## src/rtl/pipe_ripple_adder_pkg.sv

```systemverilog
// Shared constants for the pipelined ripple-carry adder: default geometry
// and the widths of the fields carried in each stage record.
package pipe_ripple_adder_pkg;

  localparam int DEF_WIDTH  = 32;
  localparam int DEF_STAGES = 4;

  localparam int CARRY_W = 1;
  localparam int VLD_W   = 1;

  function automatic int seg_w(input int width, input int stages);
    return width / stages;
  endfunction

  // Stage record: operand a, effective operand b, partial sum, carry, valid.
  function automatic int rec_w(input int width);
    return 3 * width + CARRY_W + VLD_W;
  endfunction

endpackage

```

## src/rtl/pipe_ripple_adder_if.sv

```systemverilog
// Operand/result handshake bundle for pipe_ripple_adder; master drives
// operands and consumes results, slave is the adder.
interface pipe_ripple_adder_if
  import pipe_ripple_adder_pkg::*;
#(
  parameter int WIDTH = DEF_WIDTH
);

  logic             in_valid;
  logic             in_ready;
  logic [WIDTH-1:0] a;
  logic [WIDTH-1:0] b;
  logic             cin;
  logic             sub;
  logic             out_valid;
  logic             out_ready;
  logic [WIDTH-1:0] sum;
  logic             cout;
  logic             ovf;
  logic             zero;

  modport master (
    output in_valid, a, b, cin, sub, out_ready,
    input  in_ready, out_valid, sum, cout, ovf, zero
  );

  modport slave (
    input  in_valid, a, b, cin, sub, out_ready,
    output in_ready, out_valid, sum, cout, ovf, zero
  );

endinterface

```

## src/rtl/pipe_ripple_adder_seg_adder.sv

```systemverilog
// Combinational SEG-bit adder slice with carry-in and carry-out.
module seg_adder #(
  parameter int SEG = 8
) (
  input  logic [SEG-1:0] a,
  input  logic [SEG-1:0] b,
  input  logic           ci,
  output logic [SEG-1:0] s,
  output logic           co
);

  logic [SEG:0] total;

  assign total = {1'b0, a} + {1'b0, b} + {{SEG{1'b0}}, ci};
  assign s     = total[SEG-1:0];
  assign co    = total[SEG];

endmodule

```

## src/rtl/pipe_ripple_adder.sv

```systemverilog
// Pipelined ripple-carry adder/subtractor: one SEG-bit slice per stage,
// carry handed forward through the stage registers, global stall on backpressure.
module pipe_ripple_adder
  import pipe_ripple_adder_pkg::*;
#(
  parameter int WIDTH  = DEF_WIDTH,
  parameter int STAGES = DEF_STAGES
) (
  input  logic                 clk,
  input  logic                 rst_n,
  pipe_ripple_adder_if.slave   bus
);

  localparam int SEG  = seg_w(WIDTH, STAGES);
  localparam int LAST = STAGES - 1;

  if ((WIDTH % STAGES) != 0) begin : g_bad_split
    $error("pipe_ripple_adder: WIDTH must be an exact multiple of STAGES");
  end
  if (WIDTH < 2 || WIDTH > 128) begin : g_bad_width
    $error("pipe_ripple_adder: WIDTH must be within 2..128");
  end

  function automatic logic signed_ovf(input logic a_msb, input logic b_msb,
                                      input logic s_msb);
    return (a_msb == b_msb) && (s_msb != a_msb);
  endfunction

  logic en;

  // Per-stage view of the operation entering the slice this cycle.
  logic [WIDTH-1:0] a_in   [STAGES];
  logic [WIDTH-1:0] b_in   [STAGES];
  logic [WIDTH-1:0] s_in   [STAGES];
  logic             c_in   [STAGES];
  logic             v_in   [STAGES];
  logic [SEG-1:0]   seg_s  [STAGES];
  logic             seg_c  [STAGES];
  logic [WIDTH-1:0] sum_nx [STAGES];

  logic [WIDTH-1:0] a_p    [STAGES];
  logic [WIDTH-1:0] b_p    [STAGES];
  logic [WIDTH-1:0] sum_p  [STAGES];
  logic             c_p    [STAGES];
  logic             vld_p  [STAGES];
  logic             ovf_p;
  logic             zero_p;

  logic ovf_nx;
  logic zero_nx;

  assign en          = !vld_p[LAST] || bus.out_ready;
  assign bus.in_ready = en;

  for (genvar k = 0; k < STAGES; k++) begin : g_stage
    if (k == 0) begin : g_first
      // Subtract folds into add of ~b with a forced carry-in of 1.
      assign a_in[k] = bus.a;
      assign b_in[k] = bus.sub ? ~bus.b : bus.b;
      assign c_in[k] = bus.sub | bus.cin;
      assign s_in[k] = '0;
      assign v_in[k] = bus.in_valid;
    end else begin : g_next
      assign a_in[k] = a_p[k-1];
      assign b_in[k] = b_p[k-1];
      assign c_in[k] = c_p[k-1];
      assign s_in[k] = sum_p[k-1];
      assign v_in[k] = vld_p[k-1];
    end

    seg_adder #(.SEG(SEG)) u_seg (
      .a  (a_in[k][k*SEG +: SEG]),
      .b  (b_in[k][k*SEG +: SEG]),
      .ci (c_in[k]),
      .s  (seg_s[k]),
      .co (seg_c[k])
    );

    assign sum_nx[k] = s_in[k] | (WIDTH'(seg_s[k]) << (k * SEG));
  end

  assign ovf_nx  = signed_ovf(a_in[LAST][WIDTH-1], b_in[LAST][WIDTH-1],
                              sum_nx[LAST][WIDTH-1]);
  assign zero_nx = (sum_nx[LAST] == '0);

  // Stage registers: data path, advanced only on the global enable.
  always_ff @(posedge clk) begin
    if (en) begin
      for (int k = 0; k < STAGES; k++) begin
        a_p[k]   <= a_in[k];
        b_p[k]   <= b_in[k];
        sum_p[k] <= sum_nx[k];
        c_p[k]   <= seg_c[k];
      end
      ovf_p  <= ovf_nx;
      zero_p <= zero_nx;
    end
  end

  // Stage registers: valid bits, cleared asynchronously so in-flight work is dropped.
  always_ff @(posedge clk or negedge rst_n) begin
    if (!rst_n) begin
      for (int k = 0; k < STAGES; k++) vld_p[k] <= 1'b0;
    end else if (en) begin
      for (int k = 0; k < STAGES; k++) vld_p[k] <= v_in[k];
    end
  end

  // Result fields are masked by valid so they read 0 in reset and for bubbles.
  assign bus.out_valid = vld_p[LAST];
  assign bus.sum       = vld_p[LAST] ? sum_p[LAST] : '0;
  assign bus.cout      = vld_p[LAST] & c_p[LAST];
  assign bus.ovf       = vld_p[LAST] & ovf_p;
  assign bus.zero      = vld_p[LAST] & zero_p;

endmodule

```

## src/flat_wrapper.sv

```systemverilog
// flat-port wrapper written by rule: the top's interface ports become plain ports
module pipe_ripple_adder_flat import pipe_ripple_adder_pkg::*;
#(
  parameter int WIDTH  = DEF_WIDTH,
  parameter int STAGES = DEF_STAGES
)
  (clk, rst_n, bus_in_valid, bus_a, bus_b, bus_cin, bus_sub, bus_out_ready, bus_in_ready, bus_out_valid, bus_sum, bus_cout, bus_ovf, bus_zero);
  pipe_ripple_adder_if #(.WIDTH(WIDTH)) bus_i ();
  input  logic clk;
  input  logic rst_n;
  input wire logic [$bits(bus_i.in_valid)-1:0] bus_in_valid;
  input wire logic [$bits(bus_i.a)-1:0] bus_a;
  input wire logic [$bits(bus_i.b)-1:0] bus_b;
  input wire logic [$bits(bus_i.cin)-1:0] bus_cin;
  input wire logic [$bits(bus_i.sub)-1:0] bus_sub;
  input wire logic [$bits(bus_i.out_ready)-1:0] bus_out_ready;
  output wire logic [$bits(bus_i.in_ready)-1:0] bus_in_ready;
  output wire logic [$bits(bus_i.out_valid)-1:0] bus_out_valid;
  output wire logic [$bits(bus_i.sum)-1:0] bus_sum;
  output wire logic [$bits(bus_i.cout)-1:0] bus_cout;
  output wire logic [$bits(bus_i.ovf)-1:0] bus_ovf;
  output wire logic [$bits(bus_i.zero)-1:0] bus_zero;
  assign bus_i.in_valid = bus_in_valid;
  assign bus_i.a = bus_a;
  assign bus_i.b = bus_b;
  assign bus_i.cin = bus_cin;
  assign bus_i.sub = bus_sub;
  assign bus_i.out_ready = bus_out_ready;
  assign bus_in_ready = bus_i.in_ready;
  assign bus_out_valid = bus_i.out_valid;
  assign bus_sum = bus_i.sum;
  assign bus_cout = bus_i.cout;
  assign bus_ovf = bus_i.ovf;
  assign bus_zero = bus_i.zero;
  pipe_ripple_adder #(.WIDTH(WIDTH), .STAGES(STAGES)) u_core (.clk(clk), .rst_n(rst_n), .bus(bus_i));
endmodule
```

## config.mk

```make
export PLATFORM = sky130hd
export DESIGN_NAME = pipe_ripple_adder_flat
export DESIGN_NICKNAME = d
export VERILOG_FILES = /design/src/rtl/pipe_ripple_adder_pkg.sv /design/src/rtl/pipe_ripple_adder_if.sv /design/src/rtl/pipe_ripple_adder_seg_adder.sv /design/src/rtl/pipe_ripple_adder.sv /design/src/flat_wrapper.sv
export SDC_FILE = /design/constraint.sdc
export NUM_CORES = 1
export LEC_CHECK = 0
export CAP_MARGIN = 30
export CORE_UTILIZATION = 35
export CTS_CLUSTER_DIAMETER = 100
export DETAILED_ROUTE_END_ITERATION = 16
export GPL_ROUTABILITY_DRIVEN = 1
export SETUP_SLACK_MARGIN = 0.5
export SLEW_MARGIN = 25
export SYNTH_ARGS = -nofsm -noshare
export SYNTH_HDL_FRONTEND = slang
export SYNTH_SLANG_ARGS = --single-unit
```

## constraint.sdc

```tcl
create_clock -name clk -period 15.2 [get_ports clk]
set_clock_uncertainty 0.15 [all_clocks]
set_input_delay 3.04 -clock clk [delete_from_list [all_inputs] [get_ports clk]]
set_output_delay 3.04 -clock clk [all_outputs]
set_load 0.01 [all_outputs]
```

==> qor.txt <==
Critical path endpoint: bus_in_ready
Layout Nets: 663
Syn Nets: 541
Post-synthesis adder-cell area fraction: 6.83%
I/O Pins: 107
Unrepaired setup endpoints after global routing: false
# diodes: 0
Worst Setup Path Type: primary input to output port
Hold Fails Final Rpt: 0
Layout cell share with drive strength beyond 1: 7.89%
Post-route insts no fill: 845
Final Cycle Share: 50.5%
Crit-path max FO: 27
Num CTS Buffers: 17
# rows: 53
Filler Cells Inserted: 1878
Die Ht: 148 microns
CTS Sinks: 186
CP most frequent cell: clkdlybuf4s50_1
Avg WL per Cell: 13.6 microns
Largest net degree at the start of global routing: 72
HPWL after DPL: 8250 microns
Mapped Area: 0.00747 sq mm
Hold_ws: 0.265 ns
Number of global-route vias before repair: 3700
Area leader, netlist: edfxtp_1
Crit path launch: bus_out_ready
GP Congestion: 0.751
Most area-consuming cells after synthesis: edfxtp_1 73%, ha_1 4.7%, xor2_1 4.6%
Via count: 3595
Worst-path clk slew: 0.06 ns
Clock Root Buffer: clkbuf_16
I/O Buffers: 106
Synth top area share: 73.1%
Drt total wl: 11500 microns
Max Fclk: 0.130 GHz
Syn-to-layout area delta: 26.6%
Core Box Area: 0.0210 sq mm
First-pass GRT wire length: 18800 microns
Main combinational cell family by area after synthesis: adder cells
FF+latch area: 0.00557 sq mm
Worst path required time: 12.01 ns
Startpoint Class: primary input
Seq/Total Area, Yosys: 74.5%
Worst stage delay on the critical path: 0.65 ns
Unique masters post-synth: 38
CTS Buffer Depth: 2
FF+latch count, synth: 186
Final ANT Viol Nets: 0
Setup violators final: 0
PostCTS Resize Cnt: 0
Number of slew-limit violations in the final report: 0
Maximum vdd ir drop: 71.2 uV
Gr ovfl total: 0
Total of warnings raised by yosys: 0
GR Util All Layers: 11.3%
CP Capture Type: output port
Max-Cap Viols: 0
CTS H-tree depth: 4
Vias per inst: 4.25
PwrDens: 187 mW/mm^2
CTS tree: yes
Leakage power: 3.48 nW
Worst reg2reg setup slack: 12.14 ns
Crit-path cells: clkdlybuf4s50_1, nand2b_4, clkdlybuf4s50_1
Slew HR: 36.5%
# DRC: 0
Worst R2R Path Depth: 7
Placed instance count: 812
Slowest cell on the critical path: clkdlybuf4s50_1
Min-delay worst type: register to register
Post-Synthesis Cells: 435
Post-Synth XOR/XNOR Area: 5.98%
Worst hold path depth: 0
Post-Syn Area per Cell: 17.2 sq um
Multi-input logic area: 0.00183 sq mm
Post-synthesis mux area share: 0.452%
Initial DRT Pass Iterations: 4
Horiz. Die Dim: 148 microns
Min cycle time layout: 7.68 ns
Post-CTS Setup Bufs: 0
Reg-to-reg startpoint: u_core.c_p[2]
Full die area: 0.0219 sq mm
Crit Reg-Reg Endpoint: u_core.zero_p
1st-iter DRT viols: 121
Clk Latency, worst-skew pair: 0.42 ns
Synth Area in Simple Gates: 6.73%
Crit path DAT: 4.49 ns
Compound-cell area share of the yosys netlist: 4.34%
Worst Tran Pin Value: 0.953 ns
Initial antenna violation count: 0
Status: finished clean
Cts hold-fix bufs: 0
Final setup TNS: 0 ns
Starting Density: 35.7%
## routing by layer
| layer | share of wire [%] | global-route usage (%) | vias to the layer above |
|---|---|---|---|
| li1 | - | - | 1848 |
| met1 | 49 | 15.5 | 1643 |
| met2 | 45 | 16.5 | 92 |
| met3 | 4.9 | 3.01 | 12 |
| met4 | 1.5 | 5.88 | 0 |
| met5 | 0 | 0 | - |
## cells by family after synthesis
logic type | count (synthesis)
flip-flops | 186
AND/OR/NAND/NOR | 87
XOR/XNOR | 51
AO/OA/AOI/OAI | 48
adder cells (fa/ha/maj) | 36
buffers and inverters | 24
multiplexers | 3
## cells in the final DEF, fill, tap and decap left out, drive strengths merged, types with 3 or more instances in the layout
master / instances
nor2: 19
o21a: 4
o21ai: 12
dfrtp: 4
clkbuf: 18
mux2: 3
clkinvlp: 3
a21oi: 12
nand2: 4
nor2b: 9
and2: 36
ha: 28
xor2: 39
buf: 5
a21o: 6
or3: 4
o22a: 4
clkdlybuf4s50: 105
fa: 8
inv: 20
edfxtp: 182
xnor2: 12
nor4: 5
clkinv: 7
a21boi: 3
nor3: 3
## Yosys cell counts (all sizes together)
| master | instances |
|---|---|
| nor2b | 9 |
| ha | 28 |
| dfrtp | 4 |
| o22a | 4 |
| o21ai | 12 |
| o21bai | 2 |
| xor2 | 39 |
| nor2 | 19 |
| o31a | 1 |
| fa | 8 |
| nand2b | 2 |
| buf | 1 |
| nand4 | 2 |
| a21o | 6 |
| nor3 | 3 |
| a211oi | 1 |
| or4 | 1 |
| inv | 17 |
| clkbuf | 6 |
| o31ai | 2 |
| or2 | 1 |
| o21a | 4 |
| and2 | 36 |
| xnor2 | 12 |
| nor4 | 5 |
| mux2 | 3 |
| a21oi | 12 |
| edfxtp | 182 |
| a21boi | 3 |
| nand2 | 4 |
| or3 | 4 |
| or4b | 1 |
| a2111oi | 1 |
## power breakdown
part           switching (mW)  internal, mW  leakage [nW]  total (mW)
clock network           0.183         0.226         0.266       0.409
logic                   0.243         0.241          1.34       0.484
registers              0.0636         0.814          1.88       0.877
## worst max-delay path: cells and delay by family
kind | cells | cell delay (ns)
buffers and inverters | 2 | 1.11
and+or+nand+nor | 1 | 0.33
## per-stage QoR
| stage | util (%) | area (sq um) | total power [mW] | setup slack, ns |
|---|---|---|---|---|
| floorplan | - | 7470 | 1.18 | 4.44 |
| global placement | 42.3 | 8870 | 1.36 | 7.47 |
| detailed placement | 42.5 | 8900 | 1.38 | 7.47 |
| CTS | 45.1 | 9450 | 1.80 | 7.46 |
| global route | 45.1 | 9460 | 1.88 | 7.42 |
| finish | 45.1 | 9460 | 1.77 | 7.52 |
## how the worst min path moves through the flow
stage	slack, ns	from	end
6_report	0.26	u_core.b_p[1][27]	u_core.b_p[2][27]
3_3_place_gp	0.25	u_core.a_p[0][31]	u_core.a_p[1][31]
5_1_grt	0.27	u_core.b_p[0][18]	u_core.b_p[1][18]
4_1_cts	0.27	u_core.a_p[0][30]	u_core.a_p[1][30]
3_5_place_dp	0.25	u_core.a_p[0][18]	u_core.a_p[1][18]
2_1_floorplan	0.25	u_core.a_p[0][16]	u_core.a_p[1][16]
## cell type report
cell class                 count  share of cell area (%)
timing repair buffer         110                    11.7
clock inverter                14                    1.30
inverter                      17                   0.675
clock buffer                  18                    4.54
multi-input combinational    225                    19.3
sequential                   186                    58.8
tap                          275                    3.64
## state kept, by name, summed over array words and instances (netlist names)
name,flops
u_core.sum_p,80
u_core.a_p,48
u_core.b_p,48
u_core.c_p,4
u_core.v_in,3
u_core.bus.out_valid,1
u_core.ovf_p,1
u_core.zero_p,1
(Power assumes the default switching activity.)
